--- src/rtl/spi_slave.sv ---
// SPI slave (modes 0..3, multi-word bursts) oversampled in the clk domain.
// Optional SPI_SLAVE_RX_OVERRUN_EN adds rx_ack / rx_overrun receive-overrun tracking.
module spi_slave #(
  parameter int                    DATA_WIDTH = 8,
  parameter logic [DATA_WIDTH-1:0] IDLE_BYTE  = '1
) (
  input  logic                  clk,
  input  logic                  rst_n,
  input  logic                  sclk,
  input  logic                  ss_n,
  input  logic                  mosi,
  output logic                  miso,
  output logic                  miso_oe,
  input  logic                  cpol,
  input  logic                  cpha,
  input  logic [DATA_WIDTH-1:0] tx_byte,
  input  logic                  tx_load,
  output logic                  tx_ready,
  output logic [DATA_WIDTH-1:0] rx_byte,
  output logic                  rx_valid,
  output logic                  busy
`ifdef SPI_SLAVE_RX_OVERRUN_EN
  ,
  input  logic                  rx_ack,
  output logic                  rx_overrun
`endif
);

  localparam int CW = (DATA_WIDTH > 2) ? $clog2(DATA_WIDTH) : 1;

  typedef enum logic {S_IDLE, S_SHIFT} state_t;

  state_t                r_state, w_next_state;
  logic [2:0]            r_sclk_sync, r_ss_sync;
  logic [1:0]            r_mosi_sync;
  logic [DATA_WIDTH-1:0] r_shift, r_rx_shift, r_rx_byte, r_tx_buf;
  logic [CW-1:0]         r_bit_cnt;
  logic                  r_miso, r_rx_valid, r_tx_ready;

  logic                  w_sclk_rise, w_sclk_fall, w_ss_fall, w_ss_rise;
  logic                  w_lead, w_trail, w_reload, w_sample, w_advance, w_tx_take;
  logic                  w_stop;
  logic [DATA_WIDTH-1:0] w_reload_word;

  // [0] and [1] synchronise, [2] is the history bit used for edge detection.
  always_ff @(posedge clk or negedge rst_n) begin
    if (!rst_n) begin
      r_sclk_sync <= '0;
      r_ss_sync   <= '1;
      r_mosi_sync <= '0;
    end else begin
      r_sclk_sync <= {r_sclk_sync[1:0], sclk};
      r_ss_sync   <= {r_ss_sync[1:0], ss_n};
      r_mosi_sync <= {r_mosi_sync[0], mosi};
    end
  end

  assign w_sclk_rise = r_sclk_sync[1] & ~r_sclk_sync[2];
  assign w_sclk_fall = ~r_sclk_sync[1] & r_sclk_sync[2];
  assign w_ss_fall   = ~r_ss_sync[1] & r_ss_sync[2];
  assign w_ss_rise   = r_ss_sync[1] & ~r_ss_sync[2];
  assign w_lead      = cpol ? w_sclk_fall : w_sclk_rise;
  assign w_trail     = cpol ? w_sclk_rise : w_sclk_fall;
  assign w_tx_take   = tx_load & r_tx_ready;

  always_ff @(posedge clk or negedge rst_n) begin
    if (!rst_n) r_state <= S_IDLE;
    else        r_state <= w_next_state;
  end

  always_comb begin
    w_next_state = r_state;
    w_reload     = 1'b0;
    w_sample     = 1'b0;
    w_advance    = 1'b0;
    w_stop       = 1'b0;
    case (r_state)
      S_IDLE: begin
        if (w_ss_fall) begin
          w_next_state = S_SHIFT;
          w_reload     = 1'b1;
        end
      end
      S_SHIFT: begin
        if (w_ss_rise) begin
          w_next_state = S_IDLE;
          w_stop       = 1'b1;
        end else begin
          // The rx_valid cycle doubles as the reload slot so a tx_load answering
          // rx_valid lands directly in the next word.
          w_reload  = r_rx_valid;
          w_sample  = cpha ? w_trail : w_lead;
          w_advance = cpha ? w_lead : (w_trail & (r_bit_cnt != '0));
        end
      end
      default: w_next_state = S_IDLE;
    endcase
  end

  always_comb begin
    w_reload_word = IDLE_BYTE;
    if (w_tx_take)        w_reload_word = tx_byte;
    else if (!r_tx_ready) w_reload_word = r_tx_buf;
  end

  always_ff @(posedge clk or negedge rst_n) begin
    if (!rst_n) begin
      r_shift    <= '0;
      r_rx_shift <= '0;
      r_rx_byte  <= '0;
      r_tx_buf   <= '0;
      r_bit_cnt  <= '0;
      r_miso     <= 1'b0;
      r_rx_valid <= 1'b0;
      r_tx_ready <= 1'b1;
    end else begin
      r_rx_valid <= 1'b0;
      if (w_advance) begin
        if (cpha) begin
          r_miso  <= r_shift[DATA_WIDTH-1];
          r_shift <= {r_shift[DATA_WIDTH-2:0], 1'b0};
        end else begin
          r_miso  <= r_shift[DATA_WIDTH-2];
          r_shift <= {r_shift[DATA_WIDTH-2:0], 1'b0};
        end
      end
      if (w_sample) begin
        r_rx_shift <= {r_rx_shift[DATA_WIDTH-2:0], r_mosi_sync[1]};
        if (r_bit_cnt == CW'(DATA_WIDTH - 1)) begin
          r_bit_cnt  <= '0;
          r_rx_byte  <= {r_rx_shift[DATA_WIDTH-2:0], r_mosi_sync[1]};
          r_rx_valid <= 1'b1;
        end else begin
          r_bit_cnt <= r_bit_cnt + 1'b1;
        end
      end
      if (w_reload) begin
        r_shift    <= w_reload_word;
        r_tx_ready <= 1'b1;
        if (!cpha) r_miso <= w_reload_word[DATA_WIDTH-1];
        if (r_state == S_IDLE) begin
          r_bit_cnt <= '0;
          if (cpha) r_miso <= 1'b0;
        end
      end else if (w_tx_take) begin
        r_tx_buf   <= tx_byte;
        r_tx_ready <= 1'b0;
      end
      if (w_stop) begin
        r_miso    <= 1'b0;
        r_bit_cnt <= '0;
      end
    end
  end

`ifdef SPI_SLAVE_RX_OVERRUN_EN
  logic r_pending, r_rx_overrun;

  always_ff @(posedge clk or negedge rst_n) begin
    if (!rst_n) begin
      r_pending    <= 1'b0;
      r_rx_overrun <= 1'b0;
    end else if (r_rx_valid) begin
      r_pending <= 1'b1;
      if (r_pending) r_rx_overrun <= 1'b1;
    end else if (rx_ack) begin
      r_pending    <= 1'b0;
      r_rx_overrun <= 1'b0;
    end
  end

  assign rx_overrun = r_rx_overrun;
`endif

  assign busy     = (r_state == S_SHIFT);
  assign miso_oe  = (r_state == S_SHIFT);
  assign miso     = r_miso;
  assign tx_ready = r_tx_ready;
  assign rx_byte  = r_rx_byte;
  assign rx_valid = r_rx_valid;

endmodule

--- config.mk ---
export PLATFORM = sky130hd
export DESIGN_NAME = spi_slave
export DESIGN_NICKNAME = d
export VERILOG_FILES = /design/src/rtl/spi_slave.sv
export SDC_FILE = /design/constraint.sdc
export NUM_CORES = 1
export LEC_CHECK = 0
export CAP_MARGIN = 20
export CORE_ASPECT_RATIO = 1.1
export CORE_MARGIN = 4
export CORE_UTILIZATION = 36
export CTS_CLUSTER_DIAMETER = 50
export CTS_CLUSTER_SIZE = 12
export DETAILED_ROUTE_END_ITERATION = 7
export PLACE_DENSITY_LB_ADDON = 0.25
export SETUP_SLACK_MARGIN = 0.5
export SLEW_MARGIN = 30
export SYNTH_ARGS = -nofsm -noshare
export SYNTH_HDL_FRONTEND = slang
export SYNTH_SLANG_ARGS = --single-unit
--- constraint.sdc ---
create_clock -name clk -period 1.6 [get_ports clk]
set_input_delay 0.24 -clock clk [delete_from_list [all_inputs] [get_ports clk]]
set_output_delay 0.24 -clock clk [all_outputs]
set_load 0.02 [all_outputs]
# Word level (Yosys, flattened, before mapping)
# Index checks and enable logic that the tools add are counted.
# W data, S select, Z words.
[totals] wordCells=66 output_inout_bits=13 register_bits=46 in_bits=16
[op_classes] bitwise=12 n_eq_ne=1 n_reduce_logical=5 mux=35 add_sub_neg=1
[op_table] operator="$mux W8" n=4
[op_table] operator="$mux W1" n=24
[op_table] operator="$mux W3" n=5
[op_table] operator="$and A1 B1 Y1" n=6
[op_table] operator="$not A1 Y1" n=6
[op_table] operator="$pmux W1 S2" n=2
[op_table] operator="$reduce_and A2 Y1" n=2
[op_table] operator="$reduce_bool A2 Y1" n=2
[op_table] operator="$add A3 B1 Y3 const B" n=1
[op_table] operator="$eq A3 B3 Y1 const B" n=1
[op_table] operator="$reduce_bool A3 Y1" n=1

# Depth between registers and ports, before layout
# Gate-level depths: netlist of the first run.
[depth] ltp_word=13 depth_mapped=8

# Worst setup path after synthesis of the first run
# OpenSTA, ideal clock, no wires.
[synth_timing] path_kind="reg-to-reg" start="reg r_state (netlist: busy)" end="reg r_tx_buf[0]" n_path_buf=0 required_ps=1472 path_stages_with_launch=6 t_arrival_ps=1536 period_less_slack_ps=1663 setup_slack_ps=-63 path_cell_list="dfrtp_1 > mux2i_1 > nor2_1 > a31oi_2 > nand3_2 > mux2_1"
[synth_between] elab_chain_len=4
[synth_rtl] item="from (decl)" line_no="33" source="state_t r_state, w_next_state;"
[synth_rtl] item="from (signal assigned)" line_no="68" source="else r_state <= w_next_state;"
[synth_rtl] item="$not A1 Y1"
[synth_rtl] item="$pmux W1 S2 (*)" line_no="77" source="case (r_state)"
[synth_rtl] item="$not A1 Y1 (no source line) (*)"
[synth_rtl] item="$reduce_and A2 Y1 (no source line) (*)"
[synth_rtl] item="to (signal assigned)" line_no="146" source="r_tx_buf <= tx_byte;"
[synth_rtl] item="to (decl)" line_no="36" source="logic [DATA_WIDTH-1:0] r_shift, r_rx_shift, r_rx_byte, r_tx_buf;"
# Every way passes the cells marked *; elsewhere a longest branch is shown, timed or not.
# A chain may end at the register's enable or synchronous reset.

# Worst setup path after layout of the first run
[layout_timing] start="reg r_state (netlist: busy)" end="reg r_tx_buf[6]"
# Same word-level chain as after synthesis.

==> flow_summary_export.csv, run 1 <==
group,metric,value,unit
run_status,outcome,"completed",
clock_tree,cts_sinks,46,
setup_path,critPathArrivalTime,1.73,ns
place,dpl_worst_slack,-0.3650,ns
detailed_routing,drt_wl_total,4165,µm
die,start_util,37.87,%
clock_tree,cts-buffers-inserted,5,
detailed_routing,drtIter0Drc,59,
place,io_buffers,28,
die,dieWidth,80.29,µm
layout,drive_gt1_share,46.70,%
setup_path,crit_type,"reg -> reg",
layout,layout.nets,230,
synth,synth_top_area_share,50.79,%
power,p_per_area,1136,nW/µm²
timing,finalMaxSlewViolations,0,
detailed_routing,wl_per_cell,14.51,µm
timing,tightest_slew,0.4266,ns
synth,synthTopCellsByArea,"dfrtp_1 51%, mux2_4 12%, dfstp_2 5.1%",
timing,worst_slack,0.05783,ns
synth,postSynthAreaPerCell,13.02,µm²
synth,ys.flop_type,"dfrtp_1",
global_routing,antenna_found_initial,0,
clock_tree,cts_buffer_depth,2,
clock_tree,cts_tree,"built",
die,design.core.area,5465,µm²
synth,synthTopCellsByCount,"42 x dfrtp_1, 16 x mux2_4, 12 x nand2_1, 10 x o22ai_1",
global_routing,grt_pass1_wl,6679,µm
synth,yosys_warnings,0,
place,gp_congestion,0.7626,
setup_path,cp_max_fo,8,
synth,post-synth-top-count-cell,"dfrtp_1",
power,p_leak,1.309,nW
detailed_routing,via_per_inst,4.843,
detailed_routing,postRouteAntennaNets,0,
clock_tree,path_clk_slew,0.08,ns
synth,ys_types,31,
clock_tree,htree_levels,2,
synth,syn_inst,159,
flow_run,drv_cap,0,
die,die_y,87.52,µm
global_routing,grt_overflow,0,
timing,final-hold-violation-count,0,
layout,final_core_util,53.11,%
die,num_rows,28,
detailed_routing,first_pass_iters,4,
setup_path,end_kind,"flop",
global_routing,grtUsageTotal,12.47,%
power,ir_worst_vdd,0.5537,mV
synth,synth_seq_area_share,55.86,%
timing,rsz0062_at_grt,"yes",
detailed_routing,vias,1390,
timing,fmax,648.4,MHz
timing,maxSlewHeadroom,71.56,%
clock_tree,worstSkewPairLatency,0.29,ns
synth,synth_top_area_cell,"dfrtp_1",
detailed_routing,drc,0,
synth,ys_ff_latch,46,
synth,synth_area,2069,µm²
timing,setup_viol,0,
synth,synth_edf_count,0,
layout,fillers,474,
layout,syn2layout_area_growth,40.27,%
timing,min_period,1.542,ns
place,dpl.hpwl,2766,µm
setup_path,critPathLaunchType,"flop",
layout,diodes,0,
worst_hold_path,min_path_type,"in -> reg",
synth,synthArstFlopShare,100.0,%
clock_tree,clockRootBuffer,"clkbuf_8",
timing,fin_skew,0.006131,ns
synth,syn-num-nets,178,
global_routing,grt_max_degree,30,
timing,timing.final.crit_share,96.39,%
global_routing,grt_pass1_vias,1444,
die,io_pins,29,
setup_path,cp_data_required_time,1.78,ns
die,die_area,7027,µm²
layer usage:
metal	up-vias	share of wire (%)	track usage [%]
met3	6	3.7	3.934
li1	673	-	-
met2	26	52	21.16
met1	685	43	14.89
met4	0	1.2	4.455
met5	-	0	0
placed cells by master (no fill, tap or decap), drive strengths merged, types with 2 or more instances in the layout:
cell type	n
nand2b	2
nand2	12
clkbuf	8
dfstp	4
o221ai	6
dlygate4sd2	2
and2	4
mux2i	5
a21oi	4
dfrtp	42
nand3	9
mux2	25
ha	3
clkdlybuf4s50	12
buf	36
o21ai	3
nor2b	5
o22ai	11
nor2	5
xnor2	2
and3	2
inv	3
through the flow:
stage / total power [W] / instances / cell area [µm²] / hold WS (ns) / TNS [ns]
global placement: 0.002267 / 264 / 2532 / 0.1939 / -7.968
global route: 0.003493 / 287 / 2903 / 0.3312 / 0
finish: 0.003297 / 287 / 2903 / 0.3440 / 0
detailed placement: 0.002309 / 264 / 2532 / 0.2080 / -9.115
floorplan: 0.002072 / 159 / 2135 / -0.05559 / 0
CTS: 0.003264 / 280 / 2761 / 0.3357 / 0
power by group:
group	switching, W	internal [W]
registers	0.000177	0.00143
logic	0.000339	0.000510
clock network	0.000375	0.000467
worst max-delay path, cell delays in order, from the launching register on:
cell and delay, ns:
dfrtp_2 0.40, mux2i_1 0.23, nor2_2 0.07, a31oi_4 0.19, nand3_4 0.20, mux2_4 0.35
worst paths after layout:
kind | start | endpoint | slack (ns) | cells after the start
setup / recovery | busy | r_tx_buf[6] | 0.06 | 5
setup reg to reg | busy | r_tx_buf[6] | 0.06 | 5
hold reg to reg | r_mosi_sync[0] | r_mosi_sync[1] | 0.35 | 0
hold / removal | ss_n | r_ss_sync[0] | 0.34 | 1
max in group asynchronous | rst_n | tx_ready | 0.63 | 3
min in group asynchronous | rst_n | rx_byte[7] | 0.41 | 2
flip-flops by register name (all words and copies together) (netlist names), 2 cells and up:
signal,count
r_sclk_sync,3
rx_byte,8
r_rx_shift,7
r_ss_sync,3
r_mosi_sync,2
r_bit_cnt,3
r_tx_buf,8
r_shift,8
cell type report:
type	instances	area [µm²]	area share, %
sequential	46	1157	39.87
multi-input combinational	103	1032	35.56
timing repair buffer	52	501.7	17.28
tap	75	93.84	3.233
clock buffer	7	76.32	2.629
clock inverter	1	30.03	1.034
inverter	3	11.26	0.3879
cell families after synthesis:
| kind of cell | Yosys count | share of synthesized area [%] |
|---|---|---|
| buf+inv | 12 | 3.567 |
| xor+xnor | 2 | 0.8466 |
| simple gates | 40 | 10.10 |
| fa+ha+maj | 3 | 1.814 |
| compound gates | 26 | 8.887 |
| mux | 30 | 18.92 |
| flops | 46 | 55.86 |
repair_timing:
action | CTS | global route
hold endpoints to repair | 17 | 0
gates cloned | 2 | 0
hold buffers | 1 | 0
endpoints found under the setup margin | 50 | 50
pin swaps | 8 | 5
gates resized for setup | 83 | 26
setup buffers | 5 | 7
(Power assumes the default switching activity.)
==> inputs of run 2 (changes only) <==
DONT_BUFFER_PORTS = 1   (was unset)
==> flow_summary_export.csv, run 2 (synthesized netlist as in run 1, its figures left out) <==
group,metric,value,unit
run_status,violations,"negative hold slack",
die,die_y,87.52,µm
power,p_per_area,1157,nW/µm²
power,ir_worst_vdd,0.5411,mV
clock_tree,cts_buffer_depth,2,
detailed_routing,drc,0,
setup_path,path_depth,4,
place,dpl_worst_slack,-0.03255,ns
setup_path,startpoint,"r_ss_sync[2]",
die,die_area,7027,µm²
clock_tree,cts_sinks,46,
detailed_routing,drt_wl_total,4283,µm
place,io_buffers,0,
timing,fmax,643.2,MHz
global_routing,grt_pass1_vias,1439,
setup_path,critPathSlowestCell,"dfstp_2",
setup_path,path_delay_family,"simple AND/OR/NAND/NOR gates",
timing,fin_skew,0.006270,ns
place,gp_congestion,0.7255,
global_routing,grt_pass1_wl,6982,µm
clock_tree,path_clk_slew,0.09,ns
timing,worst_slack,0.04523,ns
setup_path,end_kind,"flop",
detailed_routing,wl_per_cell,16.47,µm
setup_path,cp_max_fo,5,
layout,fillers,497,
timing,whs,-0.3723,ns
clock_tree,worstSkewPairLatency,0.30,ns
setup_path,critPathLaunchType,"flop",
layout,final_common_cell,"dfrtp_1",
die,num_rows,28,
layout,syn2layout_area_growth,29.26,%
clock_tree,htree_levels,2,
detailed_routing,vias,1328,
worst_hold_path,min_path_type,"in -> async",
timing,min_period,1.555,ns
clock_tree,cts_tree,"built",
setup_path,ff2ff_path_depth,4,
timing,setup_viol,0,
power,p_leak,1.185,nW
place,dpl.hpwl,2674,µm
detailed_routing,drtIter0Drc,56,
timing,finalMaxSlewViolations,0,
setup_path,cp_data_required_time,1.78,ns
flow_run,drv_cap,0,
setup_path,crit_end,"rx_byte[7]",
global_routing,grtUsageTotal,12.91,%
layout,layout_common_cells,"41 x dfrtp_1, 24 x mux2_4, 11 x nand2_1",
timing,rsz0062_at_grt,"yes",
die,io_pins,29,
timing,timing.final.crit_share,97.17,%
detailed_routing,first_pass_iters,3,
run_status,outcome,"finished, violations left",
timing,tightest_slew,0.2761,ns
die,design.core.area,5465,µm²
setup_path,rr_startpoint,"r_ss_sync[2]",
global_routing,grt_max_degree,47,
setup_path,worstPathCellList,"nand2b_4, and2_4, and3_4, mux2_4",
clock_tree,postCtsHoldBufs,4,
setup_path,crit_type,"reg -> reg",
setup_path,r2r_end,"rx_byte[7]",
die,dieWidth,80.29,µm
layout,final_core_util,48.95,%
die,start_util,37.87,%
clock_tree,clockRootBuffer,"clkbuf_8",
timing,final-hold-violation-count,46,
layout,drive_gt1_share,47.57,%
global_routing,grt_overflow,0,
detailed_routing,via_per_inst,5.108,
setup_path,path_buf_inv,0,
setup_path,critPathArrivalTime,1.74,ns
setup_path,worst_path_largest_cell_delay,0.56,ns
timing,maxSlewHeadroom,81.59,%
layout,layout.nets,203,
detailed_routing,postRouteAntennaNets,0,
layout,diodes,0,
global_routing,antenna_found_initial,0,
setup_path,r2r_slack,0.05,ns
clock_tree,cts-buffers-inserted,5,
==> run 2: changes by cell type in the layout (fill, tap and decap cells not counted), sizes merged, moves of 2 or more <==
cell / before / now
dlygate4sd3: 1 / 4
dlygate4sd2: 2 / 0
clkdlybuf4s50: 12 / 0
clkinv: 0 / 2
buf: 36 / 20
clkbuf: 8 / 6
==> run 2: routing by layer <==
metal | track usage, % | up-vias | share of wire (%)
met4 | 4.147 | 0 | 1.1
met5 | 0 | - | 0
met1 | 15.08 | 678 | 40
met3 | 4.762 | 7 | 5.5
met2 | 21.99 | 26 | 53
li1 | - | 617 | -
==> run 2: area by class of cell <==
cell class / count / area (µm²) / share of cell area [%]
clock inverters: 3 / 18.77 / 0.7016
clock buffers: 5 / 68.82 / 2.572
well taps: 75 / 93.84 / 3.508
multi-input cells: 103 / 1057 / 39.52
flip-flops and latches: 46 / 1157 / 43.26
repair buffers: 25 / 267.8 / 10.01
inverters: 3 / 11.26 / 0.4210
==> run 2: through the flow <==
stage / setup TNS, ns / power, W / instances / hold slack, ns / instance area [µm²]
floorplan: 0 / 0.002072 / 159 / -0.05559 / 2135
global placement: 0 / 0.002172 / 233 / -0.05412 / 2222
detailed placement: -0.1882 / 0.002221 / 233 / -0.05379 / 2222
CTS: 0 / 0.003061 / 256 / -0.3879 / 2520
global route: -0.2423 / 0.003295 / 260 / -0.4012 / 2675
finish: 0 / 0.003096 / 260 / -0.3723 / 2675
==> run 2: timing repair <==
action                                 in CTS  in global routing
gates cloned                                3                  1
pin swaps                                   6                 12
setup buffers                               8                  3
endpoints found under the hold margin      50                 46
setup endpoints to repair                  41                 41
resized for setup                          25                 20
==> run 2: power by group <==
part	total [W]	switching, W	internal (W)
clock	0.000702	0.000394	0.000308
sequential	0.00162	0.000196	0.00143
combinational	0.000770	0.000291	0.000479
total	0.00310	0.000882	0.00221
==> run 2: worst min path at each step <==
stage | startpoint | to | slack, ns | cells after the start
6_report | rst_n | rx_byte[6] | -0.37 | 0
5_1_grt | rst_n | rx_byte[6] | -0.40 | 0
4_1_cts | rst_n | busy | -0.39 | 0
3_5_place_dp | rst_n | r_sclk_sync[1] | -0.05 | 0
3_3_place_gp | rst_n | r_sclk_sync[2] | -0.05 | 0
2_1_floorplan | rst_n | busy | -0.06 | 0
==> inputs of run 3 (changes only) <==
PLACE_DENSITY_LB_ADDON = unset   (was 0.25)
==> flow_summary_export.csv, run 3 (synthesized netlist as in run 1, its figures left out) <==
group,metric,value,unit
setup_path,path_buf_inv,0,
detailed_routing,drtIter0Drc,66,
detailed_routing,vias,1324,
die,num_rows,28,
global_routing,grt_max_degree,47,
power,p_sw,0.0008422,W
timing,whs,-0.3622,ns
global_routing,grtUsageTotal,12.72,%
timing,rsz0062_at_grt,"yes",
run_status,violations,"negative hold slack",
detailed_routing,first_pass_iters,4,
timing,maxSlewHeadroom,82.31,%
layout,final_common_cell,"dfrtp_1",
timing,fin_skew,0.003322,ns
timing,setup_tns,0,ns
detailed_routing,wl_per_cell,16.32,µm
die,design.core.area,5465,µm²
layout,drive_gt1_share,45.36,%
global_routing,grt_overflow,0,
layout,final_core_util,48.72,%
setup_path,end_kind,"flop",
timing,timing.final.crit_share,95.31,%
place,placedCellCount,234,
place,io_buffers,0,
setup_path,r2r_slack,0.07,ns
clock_tree,path_clk_slew,0.08,ns
die,die_area,7027,µm²
timing,finalMaxSlewViolations,0,
run_status,outcome,"finished, violations left",
setup_path,critPathArrivalTime,1.70,ns
setup_path,cp_data_required_time,1.78,ns
power,p_leak,1.191,nW
clock_tree,clockRootBuffer,"clkbuf_8",
timing,final-hold-violation-count,46,
setup_path,rr_startpoint,"busy",
place,gp_congestion,0.7749,
layout,fillers,504,
detailed_routing,drt_wl_total,4211,µm
setup_path,cp_max_fo,8,
flow_run,drv_cap,0,
clock_tree,worstSkewPairLatency,0.29,ns
timing,tightest_slew,0.2653,ns
power,p_per_area,1223,nW/µm²
setup_path,crit_type,"reg -> reg",
clock_tree,cts_tree,"built",
layout,layout_common_cells,"41 x dfrtp_1, 24 x mux2_4, 12 x buf_4",
timing,setup_viol,0,
power,pwr-share-seq,49.6,%
clock_tree,cts_buffer_depth,2,
clock_tree,cts_sinks,46,
setup_path,critPathSlowestCell,"dfrtp_2",
setup_path,worst_path_largest_cell_delay,0.41,ns
layout,diodes,0,
layout,multi_input_area,1010,µm²
detailed_routing,via_per_inst,5.132,
layout,layout.nets,202,
die,start_util,37.87,%
setup_path,r2r_end,"r_tx_buf[5]",
layout,seq_area,1157,µm²
setup_path,critPathLaunchType,"flop",
layout,syn2layout_area_growth,28.66,%
die,io_pins,29,
layout,final_cells,258,
setup_path,path_delay_family,"multiplexers",
die,die_y,87.52,µm
power,pwr-share-clk,26.4,%
timing,min_period,1.525,ns
clock_tree,postCtsHoldBufs,3,
power,combinationalPowerShare,23.9,%
timing,fmax,655.7,MHz
place,dpl.hpwl,2728,µm
clock_tree,cts-buffers-inserted,5,
detailed_routing,postRouteAntennaNets,0,
worst_hold_path,min_path_type,"in -> async",
power,ir_worst_vdd,0.6525,mV
die,dieWidth,80.29,µm
global_routing,grt_pass1_wl,6941,µm
global_routing,antenna_found_initial,0,
detailed_routing,drc,0,
setup_path,worstPathCellList,"mux2i_1, nor2_2, a31oi_4, nand3_4, mux2_4",
clock_tree,htree_levels,2,
setup_path,ff2ff_path_depth,5,
power,swShare,25.86,%
global_routing,grt_pass1_vias,1436,
power,internal_power,0.002415,W
[run 3: area by class of cell]
type                            instances  area share, %
Sequential cell                        46          43.47
Multi-Input combinational cell        103          37.92
Timing Repair Buffer                   24          10.43
Tap cell                               75          3.524
Clock buffer                            6          3.102
Clock inverter                          1          1.128
Inverter                                3         0.4229
[run 3: power by group through the flow]
stage	logic [W]	registers, W	clock network [W]
floorplan	0.000488	0.00158	0
finish	0.000780	0.00162	0.000861
global placement	0.000558	0.00161	0
detailed placement	0.000595	0.00163	0
CTS	0.000713	0.00161	0.000880
global route	0.000846	0.00165	0.000942
[run 3: worst register-to-register path, delay by kind of cell (launching register included)]
kind | cells | cell delay [ns]
flops | 1 | 0.41
simple gates | 2 | 0.27
mux | 2 | 0.53
compound gates | 1 | 0.21
[run 3: metal layers]
metal | track usage (%) | part of all wire, % | routed length, µm
met1 | 14.33 | 39 | 1657
met3 | 4.451 | 5.8 | 246
met5 | 0 | 0 | 0
met4 | 3.687 | 0.74 | 31
met2 | 22.67 | 54 | 2276
[run 3: stage by stage]
step | setup WS [ns] | instance area [µm²] | total power, W | hold WS (ns)
6_report | 0.07499 | 2663 | 0.003257 | -0.3622
2_1_floorplan | 0.01921 | 2135 | 0.002072 | -0.05559
4_1_cts | 0.06375 | 2545 | 0.003207 | -0.3701
3_3_place_gp | 0.06779 | 2230 | 0.002168 | -0.05333
3_5_place_dp | 0.009864 | 2230 | 0.002227 | -0.05320
5_1_grt | 0.007392 | 2663 | 0.003435 | -0.3895
[run 3: what timing repair did]
| item | in CTS | in global routing |
|---|---|---|
| hold endpoints to repair | 49 | 46 |
| resized for setup | 23 | 11 |
| setup buffers | 6 | 4 |
| gates cloned | 3 | 1 |
| pin swaps | 4 | 3 |
| endpoints found under the setup margin | 41 | 41 |
[run 3: worst max path at each step]
stage / startpoint / to / cells past startpoint
finish: busy / r_tx_buf[5] / 5
global route: busy / r_tx_buf[3] / 5
CTS: busy / r_tx_buf[6] / 5
detailed placement: r_ss_sync[1] / r_tx_buf[6] / 4
global placement: r_ss_sync[1] / r_tx_buf[5] / 4
floorplan: busy / r_shift[4] / 6
